File: src/rtl/timer_pkg.sv
// Shared types and constants for the down-counting timer.
package timer_pkg;

  localparam int DEFAULT_WIDTH = 4;

  typedef enum logic [1:0] {
    IDLE = 2'd0,
    RUN  = 2'd1,
    DONE = 2'd2
  } state_t;

endpackage

File: src/rtl/down_counter_timer_if.sv
// Control/status bundle between a controller and the down-counting timer.
interface down_counter_timer_if
  import timer_pkg::*;
#(
  parameter int WIDTH = DEFAULT_WIDTH
);

  logic             load;
  logic [WIDTH-1:0] load_data;
  logic             start;
  logic             pause;
  logic             auto_reload;
  logic [WIDTH-1:0] count;
  logic             busy;
  logic             tc;
  logic             done;

  // Controller side: issues commands, observes status.
  modport master (
    output load, load_data, start, pause, auto_reload,
    input  count, busy, tc, done
  );

  // Timer side: receives commands, reports status.
  modport slave (
    input  load, load_data, start, pause, auto_reload,
    output count, busy, tc, done
  );

endinterface

File: src/rtl/down_counter_core.sv
// Count register with load / hold / decrement next-value selection.
module down_counter_core
  import timer_pkg::*;
#(
  parameter int WIDTH = DEFAULT_WIDTH
) (
  input  logic             clk,
  input  logic             reset_n,
  input  logic             ld,
  input  logic [WIDTH-1:0] ld_val,
  input  logic             dec,
  input  logic             hold,
  output logic [WIDTH-1:0] count,
  output logic             is_one
);

  logic [WIDTH-1:0] count_reg;
  logic [WIDTH-1:0] count_next;

  // Next value: load wins, then hold, then a decrement that saturates at zero.
  always_comb begin
    count_next = count_reg;
    if (ld) begin
      count_next = ld_val;
    end else if (hold) begin
      count_next = count_reg;
    end else if (dec && (count_reg != '0)) begin
      count_next = count_reg - WIDTH'(1);
    end
  end

  // Count register, cleared asynchronously.
  always_ff @(posedge clk or negedge reset_n) begin
    if (!reset_n) begin
      count_reg <= '0;
    end else begin
      count_reg <= count_next;
    end
  end

  assign count  = count_reg;
  assign is_one = (count_reg == WIDTH'(1));

endmodule

File: src/rtl/down_counter_timer.sv
// Loadable down-counting timer: start/done handshake, pause, auto-reload.
module down_counter_timer
  import timer_pkg::*;
#(
  parameter int WIDTH = DEFAULT_WIDTH
) (
  input  logic                  clk,
  input  logic                  reset_n,
  down_counter_timer_if.slave   bus
);

  state_t           state_reg, state_next;
  logic [WIDTH-1:0] reload_reg, reload_next;
  logic             tc_reg, tc_next;
  logic             busy_reg, done_reg;

  logic             core_ld;
  logic [WIDTH-1:0] core_ld_val;
  logic             core_dec;
  logic             core_hold;
  logic [WIDTH-1:0] count_w;
  logic             is_one_w;

  down_counter_core #(.WIDTH(WIDTH)) u_core (
    .clk     (clk),
    .reset_n (reset_n),
    .ld      (core_ld),
    .ld_val  (core_ld_val),
    .dec     (core_dec),
    .hold    (core_hold),
    .count   (count_w),
    .is_one  (is_one_w)
  );

  // Next state and counter commands; priority is load > start > pause > decrement.
  always_comb begin
    state_next  = state_reg;
    reload_next = reload_reg;
    tc_next     = 1'b0;
    core_ld     = 1'b0;
    core_ld_val = reload_reg;
    core_dec    = 1'b0;
    core_hold   = 1'b1;
    if (bus.load) begin
      core_ld     = 1'b1;
      core_ld_val = bus.load_data;
      reload_next = bus.load_data;
      state_next  = IDLE;
    end else begin
      case (state_reg)
        IDLE: begin
          // A zero count would never reach a terminal count, so don't run.
          if (bus.start && (count_w != '0)) begin
            state_next = RUN;
          end
        end
        RUN: begin
          if (bus.start) begin
            core_ld = 1'b1;
          end else if (bus.pause) begin
            core_hold = 1'b1;
          end else if (is_one_w) begin
            tc_next = 1'b1;
            if (bus.auto_reload) begin
              core_ld = 1'b1;
            end else begin
              core_dec   = 1'b1;
              core_hold  = 1'b0;
              state_next = DONE;
            end
          end else begin
            core_dec  = 1'b1;
            core_hold = 1'b0;
          end
        end
        DONE: begin
          if (bus.start && (reload_reg != '0)) begin
            core_ld    = 1'b1;
            state_next = RUN;
          end
        end
        default: state_next = IDLE;
      endcase
    end
  end

  // State, reload and registered status outputs.
  always_ff @(posedge clk or negedge reset_n) begin
    if (!reset_n) begin
      state_reg  <= IDLE;
      reload_reg <= '0;
      tc_reg     <= 1'b0;
      busy_reg   <= 1'b0;
      done_reg   <= 1'b0;
    end else begin
      state_reg  <= state_next;
      reload_reg <= reload_next;
      tc_reg     <= tc_next;
      busy_reg   <= (state_next == RUN);
      done_reg   <= (state_next == DONE);
    end
  end

  assign bus.count = count_w;
  assign bus.busy  = busy_reg;
  assign bus.tc    = tc_reg;
  assign bus.done  = done_reg;

endmodule

File: src/flat_wrapper.sv
// flat-port wrapper written by rule: the top's interface ports become plain ports
module down_counter_timer_flat import timer_pkg::*;
#(
  parameter int WIDTH = DEFAULT_WIDTH
)
  (clk, reset_n, bus_load, bus_load_data, bus_start, bus_pause, bus_auto_reload, bus_count, bus_busy, bus_tc, bus_done);
  down_counter_timer_if #(.WIDTH(WIDTH)) bus_i ();
  input  logic clk;
  input  logic reset_n;
  input wire logic [$bits(bus_i.load)-1:0] bus_load;
  input wire logic [$bits(bus_i.load_data)-1:0] bus_load_data;
  input wire logic [$bits(bus_i.start)-1:0] bus_start;
  input wire logic [$bits(bus_i.pause)-1:0] bus_pause;
  input wire logic [$bits(bus_i.auto_reload)-1:0] bus_auto_reload;
  output wire logic [$bits(bus_i.count)-1:0] bus_count;
  output wire logic [$bits(bus_i.busy)-1:0] bus_busy;
  output wire logic [$bits(bus_i.tc)-1:0] bus_tc;
  output wire logic [$bits(bus_i.done)-1:0] bus_done;
  assign bus_i.load = bus_load;
  assign bus_i.load_data = bus_load_data;
  assign bus_i.start = bus_start;
  assign bus_i.pause = bus_pause;
  assign bus_i.auto_reload = bus_auto_reload;
  assign bus_count = bus_i.count;
  assign bus_busy = bus_i.busy;
  assign bus_tc = bus_i.tc;
  assign bus_done = bus_i.done;
  down_counter_timer #(.WIDTH(WIDTH)) u_core (.clk(clk), .reset_n(reset_n), .bus(bus_i));
endmodule
File: config.mk
export PLATFORM = sky130hd
export DESIGN_NAME = down_counter_timer_flat
export DESIGN_NICKNAME = d
export VERILOG_FILES = /design/src/rtl/timer_pkg.sv /design/src/rtl/down_counter_timer_if.sv /design/src/rtl/down_counter_core.sv /design/src/rtl/down_counter_timer.sv /design/src/flat_wrapper.sv
export SDC_FILE = /design/constraint.sdc
export NUM_CORES = 1
export LEC_CHECK = 0
export ABC_AREA = 0
export ABC_CLOCK_PERIOD_IN_PS = 2300
export CORE_ASPECT_RATIO = 1.25
export CORE_UTILIZATION = 48
export CTS_CLUSTER_SIZE = 24
export DETAILED_ROUTE_END_ITERATION = 7
export PLACE_DENSITY = 0.8
export SYNTH_ARGS = -nofsm -noshare
export SYNTH_HDL_FRONTEND = slang
export SYNTH_SLANG_ARGS = --single-unit
File: constraint.sdc
create_clock -name clk -period 2.3 [get_ports clk]
set_input_delay 0.69 -clock clk [delete_from_list [all_inputs] [get_ports clk]]
set_output_delay 0.69 -clock clk [all_outputs]
set_load 0.01 [all_outputs]
==> results_dict.tcl, run 1 <==
set metrics [dict create \
    layout_setup_ws_ps 226 \
    place_ws_ps -35.3 \
    cp-start-kind "primary input" \
    yosysWarnings 0 \
    syn_avg_cell_area_sq_um 11.4 \
    diodes 0 \
    crit_fanout 7 \
    r2r-end "u_core.u_core.count[1]$_DFFE_PN0P_" \
    clkLatencyLatePin_ps 280 \
    routabilityCongestion 0.734 \
    r2r_slack_ps 460 \
    grt_remaining_overflow 0 \
    period_minus_slack_ps 2070 \
    synth_area_sq_um 796 \
    wire_per_inst_microns 14.6 \
    rows 16 \
    synth_ff_type "dfrtp_1" \
    async_flop_share 1.00 \
    io_buffers 16 \
    drtIter0Drc 3 \
    core-area_sq_mm 0.00156 \
    synth_seq_cells 13 \
    leakagePower_nw 0.422 \
    p_per_area_mw_per_mm2 592 \
    synthTopCellsByArea "dfrtp_1 (41%), mux2_1 (11%), ha_1 (11%), nor4b_2 (3.8%), o2bb2ai_1 (3.3%)" \
    path_class "primary input to flop" \
    antenna_found_initial 0 \
    rr_worst_depth 6 \
    dieArea_sq_mm 0.00183 \
    netlist-cell-type-count 26 \
    postRouteAntennaNets 0 \
    ioPinCount 17 \
    final.setup.tns_ps 0 \
    yosysSeqAreaShare 0.409 \
    timing.critical_path.from "bus_start" \
    drv_cap 0 \
    fmax_mhz 482 \
    vias 590 \
    fin_skew_ps 4.43 \
    min_from "u_core.reload_reg[0]$_DFF_PN0_" \
    ctsRootBufferMaster "clkbuf_4" \
    gr-usage-all-layers 0.203 \
    synth.most_common_cell "dfrtp_1" \
    grt_setup_unrepaired "false" \
    chipWidth_microns 38.4 \
    dpl-instance-area_sq_um 981 \
    cpPeakStageDelay_ps 530 \
    hold_path.class "flop to flop" \
    start_util 0.510 \
    design_area_sq_mm 0.00101 \
    min_period_over_period 0.902 \
    setup_violations 0 \
    drc 0 \
    crit_family "buffers and inverters" \
    required_ps 2460 \
    vias_per_cell 5.46 \
    cts_tree "done" \
    worstHoldPathCells 1 \
    synthesis.instances 70 \
    drt_wl_total_mm 1.58 \
    slew_viol_final 0 \
    netlist_top_cells_count "dfrtp_1 (13), mux2_1 (8), ha_1 (7)" \
    cts_resized 0 \
    grt_max_degree 14 \
    cp_cell_sequence "clkdlybuf4s50_1 > nor3b_2 > o31ai_2 > mux2i_1 > mux2_1" \
    yosysTopAreaCell "dfrtp_1" \
    ir_drop_mv 0.510 \
    fin_nets 108 \
    clock-sinks 13 \
    slew_headroom 0.617 \
    post_cts_buffers 0 \
    holdPathEnd "u_core.reload_reg[0]$_DFF_PN0_" \
    htree_num_levels 1 \
    end_kind "flop" \
    cts_buffer_depth 2 \
    clk_pin_slew_worst_paths_ps 70 \
    area_delta_synth_final_pct 26.6 \
    worst-path-buf-inv 1 \
    synth_top_area_frac 0.409 \
    outcome "complete, no violations" \
    cts_hold_buf 0 \
    dp.final_hpwl_mm 1.26 \
    drive_gt1_frac 0.111 \
    grt_pass1_vias 567 \
    hold_viol 0 \
    numCtsBuffers 3 \
    drt_pass1_iterations 4 \
    synth-edff-count 0 \
    cp_slowest_cell "clkdlybuf4s50_1" \
    tightest_slew_ps 573 \
    grt_pass1_wl_mm 2.46 \
    cp.arrival_ps 2230 \
    holdWs_ps 527 \
    syn_nets 87 \
    r2r_start "u_core.state_reg[1]$_DFF_PN0_" \
    fp.dieH_microns 47.5 \
]
worst reg2reg max path, stage by stage (launching register included):
cell and delay, ps:
dfrtp_1 420, inv_1 90, ha_1 220, nor3b_2 340, o31ai_2 180, mux2i_1 170, mux2_1 300
routing by layer:
layer,wire length [microns],part of all wire,up-vias,GRT usage
li1,-,-,295,-
met1,705,0.45,281,0.242
met2,795,0.50,10,0.349
met3,39,0.025,4,0.0279
met4,36,0.023,0,0.124
met5,0,0,-,0
worst max path at each step:
stage | endpoint | slack (ps) | depth (start not counted)
floorplan | u_core.u_core.count[0]$_DFFE_PN0P_ | 620 | 6
global placement | u_core.u_core.count[1]$_DFFE_PN0P_ | -30 | 5
detailed placement | u_core.u_core.count[1]$_DFFE_PN0P_ | -40 | 5
CTS | bus_count[2] | 250 | 1
global route | u_core.u_core.count[1]$_DFFE_PN0P_ | 200 | 5
finish | u_core.u_core.count[1]$_DFFE_PN0P_ | 230 | 5
final cells by class:
type / count / area [sq um]
clock buffers: 4 / 26.3
flip-flops and latches: 13 / 325
inverters: 6 / 22.5
multi-input cells: 50 / 443
fillers: 134 / 554
well taps: 18 / 22.5
repair buffers: 17 / 168
report_power, final:
group	switching (mW)	internal [mW]	total, mW
sequential	0.0293	0.253	0.283
clock	0.0712	0.0673	0.139
combinational	0.0802	0.0948	0.175
total	0.181	0.415	0.596
cell usage in the layout (no fill, tap or decap), types with 3 or more instances in the layout:
master and count:
mux2_1 8, ha_1 7, a21oi_1 4, nand2_1 4, clkbuf_4 3, dfrtp_1 13, inv_1 6, clkdlybuf4s50_1 16
o2bb2ai_1 3
metrics by stage:
step | instances | total power, mW | util
4_1_cts | 108 | 0.604 | 0.645
3_5_place_dp | 104 | 0.462 | 0.628
2_1_floorplan | 70 | 0.380 | -
6_report | 108 | 0.596 | 0.645
5_1_grt | 108 | 0.638 | 0.645
3_3_place_gp | 104 | 0.455 | 0.628
kinds of logic after synthesis:
group | count (synthesis) | synth area share
multiplexers | 9 | 0.126
AO/OA/AOI/OAI | 14 | 0.135
XOR/XNOR | 1 | 0.0110
flip-flops | 13 | 0.409
AND/OR/NAND/NOR | 19 | 0.175
adder cells (fa/ha/maj) | 7 | 0.110
buffers and inverters | 7 | 0.0346
Note: power is estimated with default switching activity, not from simulation.
==> run 2: changes to the inputs <==
--- a/config.mk
+++ b/config.mk
@@ -7,11 +7,12 @@
 export LEC_CHECK = 0
 export ABC_AREA = 0
 export ABC_CLOCK_PERIOD_IN_PS = 2300
-export CORE_ASPECT_RATIO = 1.25
-export CORE_UTILIZATION = 48
+export CORE_UTILIZATION = 51
+export CTS_BUF_LIST = sky130_fd_sc_hd__clkbuf_4 sky130_fd_sc_hd__clkbuf_8
 export CTS_CLUSTER_SIZE = 24
 export DETAILED_ROUTE_END_ITERATION = 7
-export PLACE_DENSITY = 0.8
+export PLACE_DENSITY = 0.84
+export SKIP_CTS_REPAIR_TIMING = 1
 export SYNTH_ARGS = -nofsm -noshare
 export SYNTH_HDL_FRONTEND = slang
 export SYNTH_SLANG_ARGS = --single-unit
==> run 2 against run 1 <==
First-iteration DRC count increased to 4.3 times the previous value. Clock power increased by 8%. Register-to-register slack worse by 30 ps. Total power is 2.4% higher. Utilization increased by 8.3 points. Critical path depth did not move. Global-route usage grew 1.4 points. Largest cell class unchanged. Highest routed layer is now met3.
==> results_dict.tcl, run 2 (synthesis gave the netlist of run 1 again) <==
set metrics [dict create \
    crit_fanout 7 \
    crit_family "buffers and inverters" \
    grt_setup_unrepaired "false" \
    drc 0 \
    cpPeakStageDelay_ps 550 \
    slew_headroom 0.611 \
    fmax_mhz 477 \
    ctsRootBufferMaster "clkbuf_4" \
    vias_per_cell 5.92 \
    final_common_cell "clkdlybuf4s50_1" \
    area_delta_synth_final_pct 26.6 \
    ff_latch_area_sq_um 325 \
    cts_tree "done" \
    drt_wl_total_mm 1.70 \
    chipWidth_microns 41.5 \
    nFillCells 103 \
    p_switching_mw 0.183 \
    grt_pass1_wl_mm 3.02 \
    intPower_mw 0.427 \
    power_frac_seq 0.464 \
    hold_path.class "flop to flop" \
    clkLatencyLatePin_ps 270 \
    ir_drop_mv 0.430 \
    grt_pass1_vias 682 \
    routabilityCongestion 0.898 \
    leakagePower_nw 0.426 \
    cp_cell_sequence "clkdlybuf4s50_1 > nor3b_2 > o31ai_2 > mux2i_1 > mux2_1" \
    setup_violations 0 \
    end_kind "flop" \
    dp.final_hpwl_mm 1.34 \
    cp.arrival_ps 2250 \
    grt_remaining_overflow 0 \
    drive_gt1_frac 0.122 \
    min_period_over_period 0.911 \
    worst-path-buf-inv 1 \
    p_per_area_mw_per_mm2 606 \
    fp.dieH_microns 41.5 \
    fin_nets 108 \
    required_ps 2450 \
    final_cell_mix "clkdlybuf4s50_1 (16), dfrtp_1 (13), mux2_1 (8), ha_1 (7), inv_1 (6)" \
    dieArea_sq_mm 0.00172 \
    cp.depth 5 \
    fin_skew_ps 5.17 \
    hold_viol 0 \
    drv_cap 0 \
    outcome "complete, no violations" \
    cts_buffer_depth 2 \
    holdWs_ps 525 \
    drtIter0Drc 13 \
    core-area_sq_mm 0.00138 \
    start_util 0.576 \
    grt_max_degree 14 \
    tightest_slew_ps 582 \
    clk_pin_slew_worst_paths_ps 70 \
    drt_pass1_iterations 4 \
    multi_input_area_sq_um 443 \
    gr-usage-all-layers 0.218 \
    diodes 0 \
    vias 622 \
    period_minus_slack_ps 2090 \
    clock-sinks 13 \
    io_buffers 16 \
    rows 13 \
    ioPinCount 17 \
    path_class "primary input to flop" \
    antenna_found_initial 0 \
    wire_per_inst_microns 16.1 \
    numCtsBuffers 3 \
    cp_slowest_cell "clkdlybuf4s50_1" \
    worstHoldPathCells 1 \
    pwr-share-clk 0.246 \
    power_mw 0.610 \
    htree_num_levels 1 \
    slew_viol_final 0 \
    combPwrFrac 0.290 \
    postRouteAntennaNets 0 \
    cp-start-kind "primary input" \
    rr_worst_depth 6 \
    sw_frac_of_total 0.300 \
]
[run 2: cell counts in the layout (fill, tap and decap cells not counted)]
No cell type changed its count.
[run 2: area by class of cell]
| type | instances | area share |
|---|---|---|
| multi-input cells | 50 | 0.440 |
| well taps | 15 | 0.0186 |
| inverters | 6 | 0.0224 |
| repair buffers | 17 | 0.166 |
| flip-flops and latches | 13 | 0.323 |
| clock buffers | 4 | 0.0298 |
[run 2: stage by stage]
stage          instance area (sq um)  setup slack [ps]  utilization  TNS [ps]  cells
5_1_grt                         1010               167        0.729         0    105
6_report                        1010               205        0.729         0    105
4_1_cts                         1010               237        0.729         0    105
3_3_place_gp                     977             -22.4        0.707     -33.0    101
2_1_floorplan                    796               617            -         0     70
3_5_place_dp                     977             -47.2        0.707     -88.1    101
[run 2: final timing paths]
check | startpoint | to | slack (ps)
max | bus_start | u_core.u_core.count[1]$_DFFE_PN0P_ | 210
min | u_core.reload_reg[0]$_DFF_PN0_ | u_core.reload_reg[0]$_DFF_PN0_ | 530
max reg2reg | u_core.u_core.count[1]$_DFFE_PN0P_ | u_core.u_core.count[2]$_DFFE_PN0P_ | 430
min reg2reg | u_core.reload_reg[0]$_DFF_PN0_ | u_core.reload_reg[0]$_DFF_PN0_ | 530
max in group asynchronous | reset_n | u_core.u_core.count[0]$_DFFE_PN0P_ | 1130
min in group asynchronous | reset_n | u_core.bus.tc$_DFF_PN0_ | 790
[run 2: power groups by stage]
stage / combinational (mW) / clock [mW] / sequential, mW
3_5_place_dp: 0.176 / 0 / 0.288
4_1_cts: 0.178 / 0.153 / 0.283
2_1_floorplan: 0.0924 / 0 / 0.288
3_3_place_gp: 0.168 / 0 / 0.286
6_report: 0.177 / 0.150 / 0.283
5_1_grt: 0.194 / 0.162 / 0.289
[run 2: per-layer routing]
layer / part of all wire / global-route usage / vias up / wire [microns]
met1: 0.45 / 0.309 / 308 / 755
met4: 0 / 0.00645 / 0 / 0
met2: 0.52 / 0.375 / 17 / 874
li1: - / - / 297 / -
met3: 0.038 / 0.0304 / 0 / 65
met5: 0 / 0 / - / 0
==> run 3: changes to the inputs <==
--- a/config.mk
+++ b/config.mk
@@ -6,12 +6,12 @@
 export NUM_CORES = 1
 export LEC_CHECK = 0
 export ABC_AREA = 0
-export ABC_CLOCK_PERIOD_IN_PS = 2300
-export CORE_UTILIZATION = 51
+export ABC_CLOCK_PERIOD_IN_PS = 2700
+export CORE_UTILIZATION = 55
 export CTS_BUF_LIST = sky130_fd_sc_hd__clkbuf_4 sky130_fd_sc_hd__clkbuf_8
 export CTS_CLUSTER_SIZE = 24
 export DETAILED_ROUTE_END_ITERATION = 7
-export PLACE_DENSITY = 0.84
+export PLACE_DENSITY = 0.86
 export SKIP_CTS_REPAIR_TIMING = 1
 export SYNTH_ARGS = -nofsm -noshare
 export SYNTH_HDL_FRONTEND = slang
==> constraint.sdc (replaced) <==
create_clock -name clk -period 2.7 [get_ports clk]
set_input_delay 0.81 -clock clk [delete_from_list [all_inputs] [get_ports clk]]
set_output_delay 0.81 -clock clk [all_outputs]
set_load 0.01 [all_outputs]
==> run 3 against run 2 <==
Count of clock-buffer cells in the layout did not move. Register-to-register slack better by 390 ps. Setup slack better by 260 ps. Cell count shrank 0.95%. First-iteration DRC count is 23% lower. Combinational power is 17% lower. Sequential share of layout area is 0.24 points higher. Wire length is 11% lower. Global-route usage increased by 0.71 points. Sequential power decreased by 15%. Critical endpoint unchanged. Largest cell class unchanged.
==> results_dict.tcl, run 3 (synthesis gave the netlist of run 1 again) <==
set metrics [dict create \
    gr-usage-all-layers 0.225 \
    clock-sinks 13 \
    hold_path.class "flop to flop" \
    topRoutingLayerUsed "met4" \
    ir_drop_mv 0.460 \
    grt_pass1_vias 539 \
    antenna_found_initial 0 \
    area_delta_synth_final_pct 25.6 \
    met2RoutedLength_microns 716 \
    htree_num_levels 1 \
    postRouteAntennaNets 0 \
    rows 13 \
    path_class "primary input to flop" \
    wire_per_inst_microns 14.5 \
    combPwrFrac 0.286 \
    p_per_area_mw_per_mm2 515 \
    drt_pass1_iterations 3 \
    routabilityCongestion 0.774 \
    m1WireLength_microns 744 \
    drv_cap 0 \
    final.setup.tns_ps 0 \
    outcome "complete, no violations" \
    chipWidth_microns 40.0 \
    fp.dieH_microns 40.0 \
    io_buffers 16 \
    wl_met3_microns 38 \
    pwr-share-clk 0.248 \
    final_cell_mix "clkdlybuf4s50_1 (16), dfrtp_1 (13), mux2_1 (8), ha_1 (7), inv_1 (6)" \
    diodes 0 \
    grt_setup_unrepaired "false" \
    cp_cell_sequence "clkdlybuf4s50_1 > nor3b_2 > o31ai_2 > mux2i_1 > mux2_1" \
    start_util 0.604 \
    grt_pass1_wl_mm 2.35 \
    cts_buffer_depth 2 \
    fin_skew_ps 1.64 \
    r2r_slack_ps 820 \
    slew_viol_final 0 \
    fmax_mhz 447 \
    cp_slowest_cell "clkdlybuf4s50_1" \
    sw_frac_of_total 0.296 \
    core-area_sq_mm 0.00132 \
    end_kind "flop" \
    drtIter0Drc 10 \
    power_mw 0.515 \
    p_switching_mw 0.153 \
    clkLatencyLatePin_ps 270 \
    period_minus_slack_ps 2240 \
    grt_max_degree 14 \
    slew_headroom 0.619 \
    setup_violations 0 \
    drc 0 \
    vias 586 \
    drt_wl_total_mm 1.51 \
    clk_pin_slew_worst_paths_ps 80 \
    tightest_slew_ps 569 \
    numCtsBuffers 3 \
    intPower_mw 0.363 \
    fin_nets 107 \
    min_period_over_period 0.828 \
    crit_fanout 7 \
    hold_viol 0 \
    required_ps 2860 \
    dieArea_sq_mm 0.00160 \
    grt_remaining_overflow 0 \
    final_common_cell "clkdlybuf4s50_1" \
    worst-path-buf-inv 1 \
    cts_tree "done" \
    power_frac_seq 0.466 \
    vias_per_cell 5.63 \
    holdWs_ps 523 \
    crit_family "buffers and inverters" \
    cp-start-kind "primary input" \
    leakagePower_nw 0.421 \
    ctsRootBufferMaster "clkbuf_4" \
    cpPeakStageDelay_ps 540 \
    ioPinCount 17 \
    dp.final_hpwl_mm 1.19 \
    cp.arrival_ps 2390 \
    drive_gt1_frac 0.112 \
]
==> run 3: area by class of cell <==
cell class / count / area, sq um
clock buffers: 4 / 30.0
fillers: 98 / 318
inverters: 6 / 22.5
multi-input cells: 50 / 443
flip-flops and latches: 13 / 325
well taps: 15 / 18.8
repair buffers: 16 / 160
==> run 3: power groups by stage <==
| stage | logic [mW] | clock network, mW | registers [mW] |
|---|---|---|---|
| floorplan | 0.0787 | 0 | 0.245 |
| global placement | 0.143 | 0 | 0.243 |
| detailed placement | 0.147 | 0 | 0.244 |
| CTS | 0.149 | 0.134 | 0.239 |
| global route | 0.165 | 0.138 | 0.243 |
| finish | 0.147 | 0.128 | 0.240 |
==> run 3: worst paths after layout <==
path | from | end | cells past startpoint
worst max-delay path | bus_start | u_core.u_core.count[1]$_DFFE_PN0P_ | 5
worst min-delay path | u_core.reload_reg[1]$_DFF_PN0_ | u_core.reload_reg[1]$_DFF_PN0_ | 1
worst max register to register | u_core.state_reg[1]$_DFF_PN0_ | u_core.u_core.count[1]$_DFFE_PN0P_ | 6
worst min register to register | u_core.reload_reg[1]$_DFF_PN0_ | u_core.reload_reg[1]$_DFF_PN0_ | 1
max in group asynchronous | reset_n | u_core.reload_reg[2]$_DFF_PN0_ | 1
min in group asynchronous | reset_n | u_core.state_reg[0]$_DFF_PN0_ | 1
==> run 3: routing by layer <==
layer  GRT usage  vias to the layer above
li1            -                      297
met1       0.331                      279
met2       0.335                        8
met3      0.0167                        2
met4       0.103                        0
met5           0                        -
==> run 3: through the flow <==
stage / utilization / instance area [sq um] / worst slack [ps] / std cells
after detailed placement: 0.736 / 970 / 178 / 100
final: 0.759 / 1000 / 463 / 104
after CTS: 0.759 / 1000 / 478 / 104
after global placement: 0.736 / 970 / 246 / 100
after floorplan: - / 796 / 951 / 70
after global routing: 0.759 / 1000 / 413 / 104
==> run 3: worst register-to-register path: stages, from the launching register on <==
cell and delay [ps]:
dfrtp_1 420, inv_1 100, ha_1 230, nor3b_2 360, o31ai_2 190, mux2i_1 170
mux2_1 300
